[src/rtl/trig_match_gen.sv]
// trig_match_gen
//   Delays each LCT by a programmable latency, then matches it against
//   L1A_MATCH inside a +/-H window. Produces one decision per LCT
//   (MATCHR / NO_MATCH) and one per L1A_MATCH (GMATCH+DAV or MISS_MATCH).
//   Readout occupancy is limited to MAX_OVR grants, each held for
//   OVR_DEPTH clocks. Saturating counters track MATCHR, NO_MATCH and
//   MISS_MATCH pulses.
//
// Ports
//   CLK        system clock, rising edge
//   RST        synchronous active-high reset
//   LCT        LCT pulse from the input delay
//   L1A        level-1 accept
//   L1A_MATCH  L1A with CFEB match
//   TRG_DCD    bypass mode: decisions come straight from L1A/L1A_MATCH
//   LAT        LCT latency in clocks (0 acts as 1, clamped to MAX_LAT)
//   H          window half-width (clamped to MAX_H)
//   CNT_CLR    synchronous counter clear
//   MATCHR, NO_MATCH, GMATCH, DAV, MISS_MATCH  one-clock registered pulses
//   N_MATCH, N_NOMATCH, N_MISS                 saturating event counts
//   OCC        current readout occupancy
module trig_match_gen #(
  parameter int MAX_LAT   = 512,
  parameter int LAT_W     = 9,
  parameter int MAX_H     = 3,
  parameter int OVR_DEPTH = 16,
  parameter int MAX_OVR   = 2,
  parameter int CNT_W     = 16,
  parameter int TMR       = 0
) (
  input  logic                         CLK,
  input  logic                         RST,
  input  logic                         LCT,
  input  logic                         L1A,
  input  logic                         L1A_MATCH,
  input  logic                         TRG_DCD,
  input  logic [LAT_W-1:0]             LAT,
  input  logic [1:0]                   H,
  input  logic                         CNT_CLR,
  output logic                         MATCHR,
  output logic                         NO_MATCH,
  output logic                         GMATCH,
  output logic                         DAV,
  output logic                         MISS_MATCH,
  output logic [CNT_W-1:0]             N_MATCH,
  output logic [CNT_W-1:0]             N_NOMATCH,
  output logic [CNT_W-1:0]             N_MISS,
  output logic [$clog2(MAX_OVR+1)-1:0] OCC
);

  localparam int AW    = (MAX_LAT > 1) ? $clog2(MAX_LAT) : 1;
  localparam int FW    = $clog2(MAX_LAT + 1);
  localparam int HD    = 2 * MAX_H;           // registered history depth
  localparam int OW    = $clog2(MAX_OVR + 1);
  localparam int NCOPY = (TMR != 0) ? 3 : 1;
  localparam logic [CNT_W-1:0] CNT_MAX = '1;

  // Clamped run-time settings, widened so the range checks stay honest.
  logic [31:0] lat_ext, lat_eff, h_ext, h_eff;

  always_comb begin
    lat_ext = 32'(LAT);
    h_ext   = {30'd0, H};
    if (lat_ext == 32'd0)
      lat_eff = 32'd1;
    else if (lat_ext > 32'(MAX_LAT))
      lat_eff = 32'(MAX_LAT);
    else
      lat_eff = lat_ext;
    h_eff = (h_ext > 32'(MAX_H)) ? 32'(MAX_H) : h_ext;
  end

  // ---------------- latency buffer ----------------
  logic          ram [MAX_LAT];
  logic [AW-1:0] wp_reg;
  logic [AW-1:0] rd_addr;
  logic [31:0]   rd_sum;
  logic          ram_q_reg;
  logic          lct_prev_reg;
  logic [FW-1:0] fill_reg;
  logic          lct_d;

  // The read is registered, so address the entry needed one clock ahead:
  // (wp - LAT + 1) mod MAX_LAT.
  always_comb begin
    rd_sum  = 32'(wp_reg) + 32'(MAX_LAT) + 32'd1 - lat_eff;
    rd_addr = (rd_sum >= 32'(MAX_LAT)) ? AW'(rd_sum - 32'(MAX_LAT)) : AW'(rd_sum);
  end

  always_ff @(posedge CLK) begin
    ram[wp_reg] <= LCT;
    ram_q_reg   <= ram[rd_addr];
  end

  // LAT=1 would read the slot being written this clock, so take it from
  // a plain one-clock delay instead. The fill gate hides pre-reset data.
  assign lct_d = (32'(fill_reg) >= lat_eff) &
                 ((lat_eff == 32'd1) ? lct_prev_reg : ram_q_reg);

  // ---------------- history windows ----------------
  // win[k] is the value k clocks ago; win[0] is the current clock.
  logic [HD-1:0] lh_reg, mh_reg;
  logic [HD:0]   lwin, mwin, win_mask, mid_mask;

  assign lwin = {lh_reg, lct_d};
  assign mwin = {mh_reg, L1A_MATCH};

  genvar gi;
  generate
    for (gi = 0; gi <= HD; gi++) begin : g_mask
      assign win_mask[gi] = (32'(gi) <= (h_eff << 1));
      assign mid_mask[gi] = (32'(gi) == h_eff);
    end
  endgenerate

  // ---------------- decisions and overlap ----------------
  logic             pyes, pno, prematch, grant, pmiss, rel;
  logic [OVR_DEPTH-1:0] gr_sr_reg;
  logic [OVR_DEPTH:0]   grw;
  logic [OW-1:0]    occ_q, occ_eff, occ_next;
  logic [OW-1:0]    occ_copy_reg [NCOPY];

  assign grw = {gr_sr_reg, grant};
  assign rel = grw[OVR_DEPTH];     // grant issued OVR_DEPTH clocks ago

  always_comb begin
    pyes     = 1'b0;
    pno      = 1'b0;
    prematch = 1'b0;
    if (TRG_DCD) begin
      pyes     = L1A_MATCH;
      pno      = L1A & ~L1A_MATCH;
      prematch = L1A_MATCH;
    end else begin
      pyes     = (|(lwin & mid_mask)) &  (|(mwin & win_mask));
      pno      = (|(lwin & mid_mask)) & ~(|(mwin & win_mask));
      prematch = (|(mwin & mid_mask)) &  (|(lwin & win_mask));
    end
  end

  always_comb begin
    occ_eff  = occ_q - OW'(rel);
    grant    = prematch && (32'(occ_eff) < 32'(MAX_OVR));
    pmiss    = prematch && !grant;
    occ_next = occ_eff + OW'(grant);
  end

  always_ff @(posedge CLK) begin
    for (int i = 0; i < NCOPY; i++) begin
      if (RST) occ_copy_reg[i] <= '0;
      else     occ_copy_reg[i] <= occ_next;
    end
  end

  generate
    if (NCOPY == 3) begin : g_vote
      assign occ_q = (occ_copy_reg[0] & occ_copy_reg[1]) |
                     (occ_copy_reg[0] & occ_copy_reg[2]) |
                     (occ_copy_reg[1] & occ_copy_reg[2]);
    end else begin : g_single
      assign occ_q = occ_copy_reg[0];
    end
  endgenerate

  assign OCC = occ_q;

  // ---------------- pipeline state and outputs ----------------
  always_ff @(posedge CLK) begin
    if (RST) begin
      wp_reg       <= '0;
      fill_reg     <= '0;
      lct_prev_reg <= 1'b0;
      lh_reg       <= '0;
      mh_reg       <= '0;
      gr_sr_reg    <= '0;
      MATCHR       <= 1'b0;
      NO_MATCH     <= 1'b0;
      GMATCH       <= 1'b0;
      DAV          <= 1'b0;
      MISS_MATCH   <= 1'b0;
    end else begin
      wp_reg       <= (wp_reg == AW'(MAX_LAT - 1)) ? '0 : wp_reg + AW'(1);
      if (32'(fill_reg) < 32'(MAX_LAT))
        fill_reg   <= fill_reg + FW'(1);
      lct_prev_reg <= LCT;
      lh_reg       <= lwin[HD-1:0];
      mh_reg       <= mwin[HD-1:0];
      gr_sr_reg    <= grw[OVR_DEPTH-1:0];
      MATCHR       <= pyes;
      NO_MATCH     <= pno;
      GMATCH       <= grant;
      DAV          <= grant;
      MISS_MATCH   <= pmiss;
    end
  end

  // ---------------- saturating counters ----------------
  always_ff @(posedge CLK) begin
    if (RST || CNT_CLR) begin
      N_MATCH   <= '0;
      N_NOMATCH <= '0;
      N_MISS    <= '0;
    end else begin
      if (MATCHR && N_MATCH != CNT_MAX)
        N_MATCH <= N_MATCH + CNT_W'(1);
      if (NO_MATCH && N_NOMATCH != CNT_MAX)
        N_NOMATCH <= N_NOMATCH + CNT_W'(1);
      if (MISS_MATCH && N_MISS != CNT_MAX)
        N_MISS <= N_MISS + CNT_W'(1);
    end
  end

endmodule

[config.mk]
export PLATFORM = sky130hd
export DESIGN_NAME = trig_match_gen
export DESIGN_NICKNAME = d
export VERILOG_FILES = /design/src/rtl/trig_match_gen.sv
export SDC_FILE = /design/constraint.sdc
export NUM_CORES = 1
export LEC_CHECK = 0
export CORE_UTILIZATION = 51
export CTS_CLUSTER_SIZE = 10
export DETAILED_ROUTE_END_ITERATION = 8
export HOLD_SLACK_MARGIN = 0.06
export PLACE_DENSITY = 0.7
export SETUP_SLACK_MARGIN = 0.3
export SLEW_MARGIN = 20
export SYNTH_ARGS = -nofsm -noshare
export SYNTH_HDL_FRONTEND = slang
export SYNTH_SLANG_ARGS = --single-unit
[constraint.sdc]
create_clock -name CLK -period 3.6 [get_ports CLK]
set_input_delay 0.72 -clock CLK [delete_from_list [all_inputs] [get_ports CLK]]
set_output_delay 0.72 -clock CLK [all_outputs]
set_load 0.01 [all_outputs]
==> qor.csv <==
stage;metric;value;unit
synthesis;cells taking the most area after synthesis;edfxtp_1 57%, mux4_2 12%, nor2_1 8.1%, dfxtp_1 7.6%, ha_1 1.6%;
setup_path;beginning of the worst register-to-register path;wp_reg[1];
synthesis;Syn Inst Count;1977;
grt;GRT Residual Overflow;0;
worst_hold_path;Hold Startpoint;LCT;
route;overall via count from detail_route;17100;
setup_path;worst path bufs/invs;4;
setup_path;Setup crit start kind;input port;
pwr;Pleak;10.3;nW
die;full die area;53600;sq um
setup_path;largest incremental delay on the critical path;540;ps
synthesis;Mapped Nets;2031;
cts;clock transition at the registers of the reported paths;50;ps
setup_path;cell class contributing the biggest share of worst-path delay;multiplexers;
finish;register ranked first by flip-flop count;ram;
place;Placer Congestion;0.883;
route;number of routed nets with antenna violations;0;
sta;Final Max Slew Viols;0;
synthesis;Post-Synthesis Cell Area;26900;sq um
synthesis;register bit count reported by yosys;614;
synthesis;cell accounting for the most synthesized area;edfxtp_1;
cts;quantity of hold-fixing buffers added after cts;0;
setup_path;Critical Path End Type;flip-flop;
cts;maximum root-to-sink buffer count;3;
sta;Max Clk Rate;294;MHz
finish;final core utilization;0.610;
status;run status;complete, no violations;
finish;signed area change from the synthesized netlist to the final layout;17.4;%
cts;count of clock tree sinks;614;
place;post-detailed-placement half-perimeter wirelength;39300;um
synthesis;most frequent cell after synthesis;nor2_1;
setup_path;largest fanout on the critical path;4;
cts;insertion delay of the later-clocked pin in the worst-skew pair;610;ps
sta;fraction of the cycle the final worst path needs;0.945;
place;IO Port Bufs;72;
synthesis;register area share after synthesis;0.648;
grt;wire length of the first global-routing pass;100000;um
sta;slew at the pin with the worst max-slew slack;1260;ps
sta;Fin Clk Skew;25.8;ps
pwr;peak supply drop;0.301;mV
finish;count of non-filler cells in the finished layout;2846;
setup_path;slowest stage cell on the critical path;mux4_2;
sta;setup repair after global routing missed its margin;true;
worst_hold_path;worst hold path type;input port to flip-flop;
sta;final critical path time including I/O delays and setup;3400;ps
finish;post-layout instance area;31600;sq um
synthesis;number of enable flip-flop cells after synthesis;512;
die;initial standard-cell utilization of the core;0.520;
sta;final-report setup violation count;0;
worst_hold_path;Hold Path Cell Cnt;1;
finish;count of filler cells inserted in the layout;3857;
setup_path;slack of the worst reg-to-reg path;330;ps
route;drt first pass iters;5;
finish;fraction of layout cells with a size suffix above 1;0.206;
sta;worst-case headroom to the max-slew limit;0.160;
setup_path;reg-to-reg endpoint;ram_q_reg;
die;boundary pin count;73;
synthesis;Avg Inst Size Synth;13.6;sq um
synthesis;Synth Flop Type;edfxtp_1;
die;floorplan core area;51700;sq um
synthesis;top cells by instance count after synthesis;582 x nor2_1, 512 x edfxtp_1, 146 x mux4_2;
cts;CTS H-tree lvls;3;
cts;CTS Buf Count;72;
route;sum of routed wire length over all layers;66100;um
setup_path;data required time at the worst endpoint;4070;ps
grt;overall global routing resource usage;0.250;
grt;antenna violations before repair;0;
sta;final hold vios;0;
synthesis;FFs w/ async S/R, synth;0;
worst_hold_path;endpoint with the worst hold slack;ram[394];
pwr;power density cells;520;nW/um^2
setup_path;worst path cell trace;buf_6 -> nor4_4 -> nand2_2 -> nand2b_4 -> inv_4 -> ha_4 -> ha_4 -> fa_2 -> xor2_4 -> buf_12 -> buf_8 -> mux4_2 -> mux2_4 -> o22ai_2 -> o31ai_2 -> a31oi_1 -> a31oi_1;
place;DP Area;29100;sq um
setup_path;Critical Setup Path Class;input port to flip-flop;
setup_path;data arrival time of the worst path;3870;ps
setup_path;number of cells on the worst reg-to-reg path;14;
route;count of routing violations after the opening detailed-route iteration;1854;
cts;root cell of the clock tree;clkbuf_16;
cts;TritonCTS clock tree;built;
synthesis;Netlist cell types;62;
die;Core Rows;83;
synthesis;proportion of netlist area held by the largest area contributor;0.572;
route;ratio of routed vias to standard cells;5.99;
finish;flip-flop count of the largest register, all copies and words added;512;
die;Chip Height;232;um
route;remaining design rule violation count;0;
flow_run;reported max-cap violation count;0;
finish;fin nets;2195;
synthesis;warnings from Yosys;0;
grt;largest net degree at the start of global routing;296;
route;post-detailed-route wirelength per cell;23.2;um
die;horizontal extent of the die;232;um
place;count of placed standard cells including taps;2723;
grt;vias in the first global route;16700;
finish;total inserted antenna cells;0;
layout by cell type (no fill, tap or decap), drive strengths merged, types with 5 or more instances in the layout:
| cell type | count |
|---|---|
| clkbuf | 96 |
| xnor2 | 17 |
| mux2i | 26 |
| nor3b | 5 |
| xor2 | 37 |
| edfxtp | 512 |
| or2 | 6 |
| nor4 | 5 |
| mux2 | 6 |
| nor2b | 45 |
| a211oi | 5 |
| nand3 | 33 |
| and3 | 8 |
| o31ai | 5 |
| inv | 30 |
| a21o | 5 |
| clkdlybuf4s50 | 62 |
| nor2 | 582 |
| nand4 | 17 |
| nor3 | 9 |
| o21ai | 17 |
| nand2b | 6 |
| a31oi | 6 |
| dfxtp | 102 |
| mux4 | 147 |
| buf | 169 |
| a21oi | 22 |
| nand2 | 95 |
| or3 | 14 |
| ha | 35 |
report_power, final:
part	leakage, nW	switching (mW)	total [mW]	internal, mW
registers	5.43	0.0175	7.73	7.72
logic	3.84	1.12	2.18	1.05
clock network	0.985	2.66	6.49	3.83
area by class of cell:
type | count | area [sq um] | share of cell area
Tap cell | 680 | 851 | 0.0270
Multi-Input combinational cell | 1190 | 8850 | 0.281
Clock inverter | 6 | 65.1 | 0.00206
Sequential cell | 614 | 17400 | 0.552
Inverter | 27 | 104 | 0.00329
Timing Repair Buffer | 236 | 2310 | 0.0732
Clock buffer | 93 | 1950 | 0.0619
routing by layer:
layer / GRT usage / up-vias / wire length (um) / part of all wire
met4: 0.0816 / 0 / 1830 / 0.028
met3: 0.0442 / 127 / 5870 / 0.089
met1: 0.337 / 8648 / 26200 / 0.40
met2: 0.412 / 845 / 32200 / 0.49
li1: - / 7436 / - / -
met5: 0 / - / 0 / 0
cell families (layout without fill, tap and decap cells):
family / count (synthesis) / after routing / share of synthesized area
buf+inv: 173 / 362 / 0.0304
xor+xnor: 54 / 54 / 0.0179
compound gates: 86 / 86 / 0.0209
simple gates: 835 / 835 / 0.130
fa+ha+maj: 36 / 36 / 0.0170
flops: 614 / 614 / 0.648
mux: 179 / 179 / 0.135
per-stage QoR:
step | setup slack (ps) | total power [mW] | hold slack [ps] | setup TNS (ps)
after floorplan | 36.4 | 9.11 | 414 | 0
after global placement | -1030 | 9.83 | 428 | -2870
after detailed placement | -939 | 9.86 | 429 | -2790
after CTS | 252 | 16.4 | 325 | 0
after global routing | 90.8 | 16.9 | 328 | 0
final | 198 | 16.4 | 350 | 0
worst max-delay path by stage:
stage,startpoint,end,slack (ps),cells past startpoint
2_1_floorplan,LAT[5],ram_q_reg,40,15
3_3_place_gp,LAT[1],ram_q_reg,-1030,16
3_5_place_dp,LAT[1],ram_q_reg,-940,16
4_1_cts,LAT[4],ram_q_reg,250,17
5_1_grt,LAT[5],ram_q_reg,90,18
6_report,LAT[5],ram_q_reg,200,17
timing repair:
action,4_1_cts,5_1_grt
cloned,0,3
hold endpoints to repair,0,0
setup buffers,16,5
gates resized for setup,59,35
pin swaps,11,18
setup endpoints to repair,3,5
(Power assumes the default switching activity.)
